$ cat config.mk
export PLATFORM = sky130hd
export DESIGN_NAME = blockade_input_cond
export DESIGN_NICKNAME = d
export VERILOG_FILES = /design/src/rtl/blockade_input_pkg.sv /design/src/rtl/input_debounce.sv /design/src/rtl/blockade_input_cond.sv
export SDC_FILE = /design/constraint.sdc
export NUM_CORES = 1
export LEC_CHECK = 0
export ABC_CLOCK_PERIOD_IN_PS = 2800
export BUFFER_PORTS_ARGS = -buffer_cell sky130_fd_sc_hd__buf_2
export CAP_MARGIN = 20
export CORE_ASPECT_RATIO = 0.6
export CORE_MARGIN = 2
export CORE_UTILIZATION = 30
export DETAILED_ROUTE_END_ITERATION = 10
export PLACE_DENSITY = 0.59
export SLEW_MARGIN = 20
export SYNTH_ARGS = -nofsm -noshare
export SYNTH_HDL_FRONTEND = slang
export SYNTH_HIERARCHICAL = 1
export SYNTH_SLANG_ARGS = --single-unit
$ cat constraint.sdc
create_clock -name clk_sys -period 2.8 [get_ports clk_sys]
set_input_delay 0.28 -clock clk_sys [delete_from_list [all_inputs] [get_ports clk_sys]]
set_output_delay 0.28 -clock clk_sys [all_outputs]
set_load 0.005 [all_outputs]
$ cat src/rtl/blockade_input_pkg.sv
// Shared definitions for Blockade/Comotion input conditioning: modes, input bit map, coin FSM states.
// Latency: n/a (package only).
// Backpressure: n/a (package only).
package blockade_input_pkg;

    localparam logic [1:0] GAME_BLOCKADE = 2'd0;
    localparam logic [1:0] GAME_COMOTION = 2'd1;

    localparam int NUM_INPUTS  = 10;
    localparam int IN_P1_RIGHT = 0;
    localparam int IN_P1_LEFT  = 1;
    localparam int IN_P1_DOWN  = 2;
    localparam int IN_P1_UP    = 3;
    localparam int IN_P2_RIGHT = 4;
    localparam int IN_P2_LEFT  = 5;
    localparam int IN_P2_DOWN  = 6;
    localparam int IN_P2_UP    = 7;
    localparam int IN_COIN     = 8;
    localparam int IN_START    = 9;

    // The cabinet's boom switch is not wired on this platform.
    localparam logic BOOM = 1'b0;

    typedef enum logic [1:0] {
        COIN_IDLE    = 2'd0,
        COIN_PULSE   = 2'd1,
        COIN_LOCKOUT = 2'd2
    } coin_state_e;

    typedef struct packed {
        logic [7:0] in_1;
        logic [7:0] in_2;
        logic [7:0] in_4;
    } port_bytes_t;

    // Active-high joystick byte as the game core expects it, before inversion.
    function automatic logic [7:0] ctrl_byte(input logic [7:0] b);
        return {b[IN_P2_LEFT], b[IN_P2_DOWN], b[IN_P2_RIGHT], b[IN_P2_UP],
                b[IN_P1_LEFT], b[IN_P1_DOWN], b[IN_P1_RIGHT], b[IN_P1_UP]};
    endfunction

endpackage

$ cat src/rtl/input_debounce.sv
// One raw input bit: 2-flop synchroniser, then a ce-ticked debouncer when INPUT_COND_DEBOUNCE_EN is defined.
// Latency: 2 clk_sys + DEBOUNCE_TICKS ce ticks (2 clk_sys when the debouncer is compiled out).
// Backpressure: none; the output always reflects the current accepted level.
module input_debounce #(
    parameter int DEBOUNCE_TICKS = 16
) (
    input  logic clk_sys,
    input  logic reset,
    input  logic ce,
    input  logic din,
    output logic stable
);

    logic [1:0] sync;

    always_ff @(posedge clk_sys) begin
        if (reset) begin
            sync <= 2'b00;
        end else begin
            sync <= {sync[0], din};
        end
    end

`ifdef INPUT_COND_DEBOUNCE_EN
    localparam int CW = $clog2(DEBOUNCE_TICKS + 1);
    localparam logic [CW-1:0] CNT_LAST = CW'(DEBOUNCE_TICKS - 1);

    logic [CW-1:0] cnt;
    logic          stable_q;

    // The counter only ever climbs to DEBOUNCE_TICKS-1 before being cleared, so it cannot wrap.
    always_ff @(posedge clk_sys) begin
        if (reset) begin
            cnt      <= '0;
            stable_q <= 1'b0;
        end else if (ce) begin
            if (sync[1] != stable_q) begin
                if (cnt == CNT_LAST) begin
                    stable_q <= sync[1];
                    cnt      <= '0;
                end else begin
                    cnt <= cnt + 1'b1;
                end
            end else begin
                cnt <= '0;
            end
        end
    end

    assign stable = stable_q;
`else
    logic unused_cfg;
    assign unused_cfg = ce ^ (DEBOUNCE_TICKS == 0);
    assign stable     = sync[1];
`endif

endmodule

$ cat src/rtl/blockade_input_cond.sv
// Blockade/Comotion input conditioning: sync + debounce (INPUT_COND_DEBOUNCE_EN), port byte mapping, coin pulse.
// Latency: raw change to in_* is 2 + DEBOUNCE_TICKS + 1 cycles at ce=1 (3 cycles with debounce compiled out).
// Backpressure: none; outputs are registered and always valid, coin presses outside IDLE are dropped.
module blockade_input_cond
    import blockade_input_pkg::*;
#(
    parameter int DEBOUNCE_TICKS     = 16,
    parameter int COIN_PULSE_TICKS   = 64,
    parameter int COIN_LOCKOUT_TICKS = 256
) (
    input  logic       clk_sys,
    input  logic       reset,
    input  logic       ce,
    input  logic [9:0] inputs,
    input  logic [1:0] game_mode,
    input  logic [2:0] dip_blockade,
    input  logic       dip_comotion,
    output logic [7:0] in_1,
    output logic [7:0] in_2,
    output logic [7:0] in_4,
    output logic       coin
);

    logic [NUM_INPUTS-1:0] db;

    for (genvar i = 0; i < NUM_INPUTS; i++) begin : g_in
        input_debounce #(
            .DEBOUNCE_TICKS(DEBOUNCE_TICKS)
        ) u_debounce (
            .clk_sys(clk_sys),
            .reset  (reset),
            .ce     (ce),
            .din    (inputs[i]),
            .stable (db[i])
        );
    end

    // Port byte mapping; mode and DIPs feed the register directly so they show up one edge later.
    logic [7:0]  ctrl;
    port_bytes_t bytes_nxt;
    port_bytes_t bytes_q;

    assign ctrl = ctrl_byte(db[7:0]);

    always_comb begin
        bytes_nxt = '1;
        case (game_mode)
            GAME_BLOCKADE: begin
                bytes_nxt.in_1 = ~{1'b0, dip_blockade, 1'b0, BOOM, 2'b00};
                bytes_nxt.in_2 = ~ctrl;
            end
            GAME_COMOTION: begin
                bytes_nxt.in_1 = ~ctrl;
                bytes_nxt.in_2 = ~{3'b000, db[IN_START], dip_comotion, BOOM, 2'b00};
                bytes_nxt.in_4 = ~ctrl;
            end
            default: ;
        endcase
    end

    always_ff @(posedge clk_sys) begin
        if (reset) begin
            bytes_q <= '1;
        end else begin
            bytes_q <= bytes_nxt;
        end
    end

    assign in_1 = bytes_q.in_1;
    assign in_2 = bytes_q.in_2;
    assign in_4 = bytes_q.in_4;

    // Coin pulse shaper, one counter shared by PULSE and LOCKOUT.
    localparam int CNT_MAX = (COIN_PULSE_TICKS > COIN_LOCKOUT_TICKS) ? COIN_PULSE_TICKS
                                                                     : COIN_LOCKOUT_TICKS;
    localparam int CW = $clog2(CNT_MAX + 1);
    localparam logic [CW-1:0] PULSE_LAST = CW'(COIN_PULSE_TICKS - 1);
    localparam logic [CW-1:0] LOCK_END   = CW'(COIN_LOCKOUT_TICKS);

    coin_state_e coin_state;
    coin_state_e coin_state_nxt;
    logic [CW-1:0] coin_cnt;
    logic [CW-1:0] coin_cnt_nxt;
    logic [CW-1:0] lock_cnt_inc;
    logic          coin_db;
    logic          coin_prev;
    logic          coin_rise;
    logic          coin_q;

    assign coin_db      = db[IN_COIN];
    assign coin_rise    = coin_db & ~coin_prev;
    assign lock_cnt_inc = (ce && coin_cnt != LOCK_END) ? coin_cnt + 1'b1 : coin_cnt;

    always_comb begin
        coin_state_nxt = coin_state;
        coin_cnt_nxt   = coin_cnt;
        case (coin_state)
            COIN_IDLE: begin
                coin_cnt_nxt = '0;
                if (coin_rise) begin
                    coin_state_nxt = COIN_PULSE;
                end
            end
            COIN_PULSE: begin
                if (ce) begin
                    if (coin_cnt == PULSE_LAST) begin
                        coin_state_nxt = COIN_LOCKOUT;
                        coin_cnt_nxt   = '0;
                    end else begin
                        coin_cnt_nxt = coin_cnt + 1'b1;
                    end
                end
            end
            COIN_LOCKOUT: begin
                coin_cnt_nxt = lock_cnt_inc;
                // A coin still held here keeps us in LOCKOUT; only a fresh press after release counts.
                if (lock_cnt_inc == LOCK_END && !coin_db) begin
                    coin_state_nxt = COIN_IDLE;
                    coin_cnt_nxt   = '0;
                end
            end
            default: begin
                coin_state_nxt = COIN_IDLE;
                coin_cnt_nxt   = '0;
            end
        endcase
    end

    always_ff @(posedge clk_sys) begin
        if (reset) begin
            coin_state <= COIN_IDLE;
            coin_cnt   <= '0;
            coin_prev  <= 1'b0;
            coin_q     <= 1'b0;
        end else begin
            coin_state <= coin_state_nxt;
            coin_cnt   <= coin_cnt_nxt;
            coin_prev  <= coin_db;
            coin_q     <= (coin_state_nxt == COIN_PULSE);
        end
    end

    assign coin = coin_q;

endmodule

==> results of run 1 <==
-- how the worst min path moves through the flow --
stage	from	end	slack, ns
2_1_floorplan	reset	g_in[0].u_debounce/sync[0]	0.35
3_3_place_gp	g_in[5].u_debounce/sync[1]	in_1[7]	0.38
3_5_place_dp	g_in[2].u_debounce/sync[1]	in_2[2]	0.38
4_1_cts	dip_comotion	in_2[3]	0.14
5_1_grt	dip_comotion	in_2[3]	0.14
6_report	dip_comotion	in_2[3]	0.15
-- cells by family (layout without fill, tap and decap cells) --
group | Yosys count | after routing
xor gates and xnor gates | 4 | 4
buffers and inverters | 17 | 74
AOI/OAI and AO/OA | 51 | 51
DFF | 57 | 57
and+or+nand+nor | 100 | 100
adders and majority gates | 6 | 6
muxes | 1 | 1
-- metal layers --
layer	up-vias	share of wire [%]	global-route usage (%)
met5	-	0	0
met4	0	0.44	4.76
met3	4	7.0	4.71
met2	65	39	16.1
met1	852	54	20.7
li1	936	-	-
-- report_power, final --
| group | switching, mW | leakage [nW] | internal [mW] |
|---|---|---|---|
| Clock | 0.329 | 0.142 | 0.730 |
| Sequential | 0.00762 | 0.466 | 0.834 |
| Combinational | 0.0455 | 0.501 | 0.0348 |
-- layout make-up --
class,count,area (um2)
Timing Repair Buffer,52,283
Clock buffer,13,260
Multi-Input combinational cell,162,1040
Clock inverter,2,37.5
Inverter,7,26.3
Sequential cell,57,1140
Fill cell,765,4350
Tap cell,104,130
-- state kept, by name, summed over array words and instances (netlist names) --
| signal | flops |
|---|---|
| in_2 | 8 |
| coin_cnt | 9 |
| g_in.u_debounce/sync | 20 |
| in_1 | 8 |
| coin_state | 2 |
| in_4 | 8 |
| coin | 1 |
| coin_prev | 1 |
-- timing repair --
| action | CTS | global route |
|---|---|---|
| gates resized for setup | 0 | 3 |
| hold endpoints to repair | 0 | 0 |
| setup endpoints to repair | 0 | 3 |
-- cell usage in the layout, fill, tap and decap left out, drive strengths merged, types with 3 or more instances in the layout --
| cell type | instances |
|---|---|
| clkbuf | 13 |
| nor3 | 9 |
| a21oi | 9 |
| a22oi | 5 |
| dfxtp | 57 |
| ha | 6 |
| a31oi | 7 |
| o21ai | 14 |
| nor2 | 7 |
| inv | 7 |
| nand2 | 37 |
| nand4 | 4 |
| and3 | 5 |
| a21boi | 3 |
| buf | 52 |
| nand3 | 4 |
| nor2b | 22 |
| xnor2 | 3 |
-- critical path, stage by stage (launching register included) --
cell and delay [ns]:
dfxtp_1 0.36, inv_1 0.14, ha_1 0.17, or4b_4 0.50, o211ai_2 0.19, o221ai_2 0.14
nor4_4 0.37, a21boi_2 0.11, o41a_1 0.44, and3_1 0.16
-- metrics by stage --
stage | area [um2] | std cells | util (%) | TNS, ns | power [mW]
3_5_place_dp | 2610 | 382 | 35.8 | 0 | 0.936
2_1_floorplan | 2250 | 236 | - | 0 | 0.899
4_1_cts | 2900 | 397 | 39.9 | 0 | 2.01
5_1_grt | 2920 | 397 | 40.2 | -0.00108 | 2.07
3_3_place_gp | 2610 | 382 | 35.8 | 0 | 0.937
6_report | 2920 | 397 | 40.2 | 0 | 1.98
==> impl_metrics.toml, run 1 <==
[placed_design]
place.gp.congestion = 0.901
portBuffers = 43
place_ws_ns = 0.154
dp_hpwl_um = 3710

[run_status]
status = "finished clean"

[die]
rows = 24
die_y_um = 71.0
pin_count = 44
die_x_um = 116
start_util_pct = 30.9
core_mm2 = 0.00727
dieArea_mm2 = 0.00822

[synthesis]
synth_edf_count = 0
synth_ff_type = "dfxtp_1"
synth-simple-area-share_pct = 24.1
synth_area_leaders = "dfxtp_1 51%, nand2_1 6.2%, nor2b_1 6.1%"
synth_area_leader_cell = "dfxtp_1"
synthAdderAreaFrac_pct = 3.34
synthXorXnorAreaFrac_pct = 1.56
synth_compound_area_share_pct = 15.9
synth_top_family_by_area = "simple AND/OR/NAND/NOR gates"
synth_top_area_share_pct = 50.8
postSynthCellCount = 236
synth_nets = 261
synth_most_common_cell = "dfxtp_1"
ys_ff_latch = 57
ys_types = 48
synth_area_mm2 = 0.00225
ys_top_cells_by_count = "57 x dfxtp_1, 37 x nand2_1, 22 x nor2b_1"
async_flop_share_pct = 0
yosysWarnings = 6
avgSynthCellArea_um2 = 9.52
ys_seq_area_share_pct = 50.8
synthMuxAreaShare_pct = 0.445

[routing]
drc_errors = 0
first_pass_iters = 5
first_iter_violations = 230
vias = 1857
post_drt_wl_per_cell_um = 12.5
postRouteAntennaNets = 0
vias_per_cell = 4.68
wl_um = 4970

[finish]
final_nets = 314
diodes = 0
area_growth_pct = 29.9
layout-drive-gt1-share_pct = 26.3

[setup_path]
cp.arrival_ns = 2.90
start_kind = "flop"
r2r-start = "coin_cnt[1]"
r2r_cells = 9
crit_path_end = "coin"
critical_path_required_ns = 3.00
crit_type = "reg -> reg"
worstReg2RegEnd = "coin"
reg2reg_setup_slack_ns = 0.10
cp-startpoint = "coin_cnt[1]"
path_max_fanout = 7
end_kind = "flop"

[clocking]
post-cts-setup-buffers = 0
clock_latency_ns = 0.31
cts_max_level = 3
clock-sinks = 57
cts_buffers = 9
hold_buffers = 0
cts_tree = "yes"
cts_buffer_depth = 2
cts_root_buf = "clkbuf_16"
path_clk_slew_ns = 0.05

[timing]
relSlewSlack_pct = 61.5
setup_ws_ns = 0.101
fin_skew_ns = 0.00302
fmax_ghz = 0.370
setup_viol = 0
hold_slack_ns = 0.154
final_hold_viol_count = 0
post-route-min-period_ns = 2.70
worstMarginPinSlew_ns = 0.577
timing.final.crit_share_pct = 96.4
drv_slew = 0

[power_and_ir_drop]
power.density_mw_per_mm2 = 678
ir_drop_mv = 0.388
p_leak_nw = 1.11

[worst_hold_path]
hold_path.class = "in -> reg"
hold_path_depth = 2

[global_route]
grt_use_total_pct = 13.2
antenna_found_initial = 0
grt_pass1_vias = 1683
grt_pass1_wl_um = 8300
grt_max_degree = 33
overflow = 0

[flow_run]
drv.max_cap_violation_count = 0
Note: power is estimated with default switching activity, not from simulation.
==> run 2, diff against run 1 <==
- CORE_UTILIZATION: 30 -> 54
- CTS_BUF_LIST: not set -> sky130_fd_sc_hd__clkbuf_16
- PLACE_DENSITY: 0.59 -> 0.88
==> impl_metrics.toml, run 2 (synthesized netlist as in run 1, its figures left out) <==
[run_status]
status = "finished clean"

[setup_path]
slowest_delay_ns = 0.57
crit_type = "reg -> reg"
crit_chain = "nor4b_1, nand2_1, a211o_1, nor4_4, a21boi_2, o41a_1, and3_1"
critical_path_required_ns = 3.00
slowest_stage = "nor4b_1"
critPathTopFamily = "simple AND/OR/NAND/NOR gates"
end_kind = "flop"
path_max_fanout = 11
path_buf_inv = 0
cp.arrival_ns = 2.94
start_kind = "flop"

[clocking]
clock_latency_ns = 0.31
cts_root_buf = "clkbuf_16"
cts_buffer_depth = 2
post-cts-setup-buffers = 0
clock-sinks = 57
cts_buffers = 9
path_clk_slew_ns = 0.05
cts_tree = "yes"
hold_buffers = 0
cts_max_level = 3

[timing]
setup_viol = 0
setup_ws_ns = 0.0634
post-route-min-period_ns = 2.74
fin_skew_ns = 0.00237
rsz0062_at_grt = "yes"
timing.final.crit_share_pct = 97.7
fmax_ghz = 0.365
drv_slew = 0
worstMarginPinSlew_ns = 0.577
relSlewSlack_pct = 61.5
final_hold_viol_count = 0

[finish]
reg_top3 = "g_in.u_debounce/sync (20), coin_cnt (9)"
area_growth_pct = 26.4
diodes = 0
top_register = "g_in.u_debounce/sync"
final_common_cell = "dfxtp_1"
largest_reg_flops = 20
final_cell_mix = "57 x dfxtp_1, 43 x buf_2, 37 x nand2_1"
final_area_mm2 = 0.00284
final_nets = 310
layout-drive-gt1-share_pct = 25.9

[global_route]
grt_use_total_pct = 25.4
grt_max_degree = 33
grt_pass1_wl_um = 8560
antenna_found_initial = 0
grt_pass1_vias = 1684
overflow = 0

[routing]
drc_errors = 0
post_drt_wl_per_cell_um = 16.9
first_iter_violations = 162
vias_per_cell = 5.74
postRouteAntennaNets = 0
vias = 1951
wl_um = 5750
first_pass_iters = 5

[die]
die_y_um = 54.0
die_x_um = 87.3
pin_count = 44
rows = 18
dieArea_mm2 = 0.00471
start_util_pct = 55.4
core_mm2 = 0.00405

[placed_design]
dp_hpwl_um = 3840
placed_cell_area_mm2 = 0.00251
portBuffers = 43
place_ws_ns = 0.151
place.gp.congestion = 0.996

[flow_run]
drv.max_cap_violation_count = 0

[worst_hold_path]
hold_path.class = "in -> reg"

[power_and_ir_drop]
power.density_mw_per_mm2 = 725
p_leak_nw = 1.09
ir_drop_mv = 0.535
[run 2: layout make-up]
cell class | count | area, um2
tap | 50 | 62.6
timing repair buffer | 48 | 253
fill | 295 | 1210
sequential | 57 | 1140
clock buffer | 9 | 225
multi-input combinational | 162 | 1040
inverter | 7 | 26.3
clock inverter | 7 | 95.1
[run 2: worst paths after layout]
check                              from      end  slack (ns)  depth (start not counted)
max                         coin_cnt[3]     coin        0.06                          7
max reg2reg                 coin_cnt[3]     coin        0.06                          7
min                     dip_blockade[2]  in_1[6]        0.17                          2
min reg2reg  g_in[3].u_debounce/sync[1]  in_1[0]        0.39                          1
[run 2: layer usage]
layer / track usage (%) / vias up / share of wire [%]
met5: 0 / - / 0
met1: 35.0 / 876 / 45
met4: 7.69 / 0 / 2.4
li1: - / 930 / -
met2: 35.7 / 124 / 42
met3: 11.0 / 21 / 10
[run 2: stage by stage]
stage          TNS [ns]  hold WS [ns]  cells  util, %  total power [mW]
2_1_floorplan         0         0.352    236        -             0.899
4_1_cts               0         0.161    340     69.8              2.07
5_1_grt         -0.0996         0.166    340     70.1              2.12
3_5_place_dp          0         0.379    324     61.9             0.938
3_3_place_gp          0         0.379    324     61.9             0.935
6_report              0         0.170    340     70.1              2.06
[run 2: what timing repair did]
action | 4_1_cts | 5_1_grt
hold endpoints to repair | 0 | 0
setup endpoints to repair | 0 | 7
gates resized for setup | 0 | 3
[run 2: report_power, final]
group	leakage [nW]	internal [mW]	switching [mW]	total [mW]
combinational	0.476	0.0356	0.0505	0.0860
sequential	0.466	0.833	0.00925	0.842
clock	0.145	0.775	0.355	1.13
total	1.09	1.64	0.415	2.06
[run 2: worst register-to-register path, stage by stage, from the launching register on]
cell,delay (ns)
dfxtp_1,0.42
nor4b_1,0.57
nand2_1,0.17
a211o_1,0.32
nor4_4,0.41
a21boi_2,0.13
o41a_1,0.45
and3_1,0.16
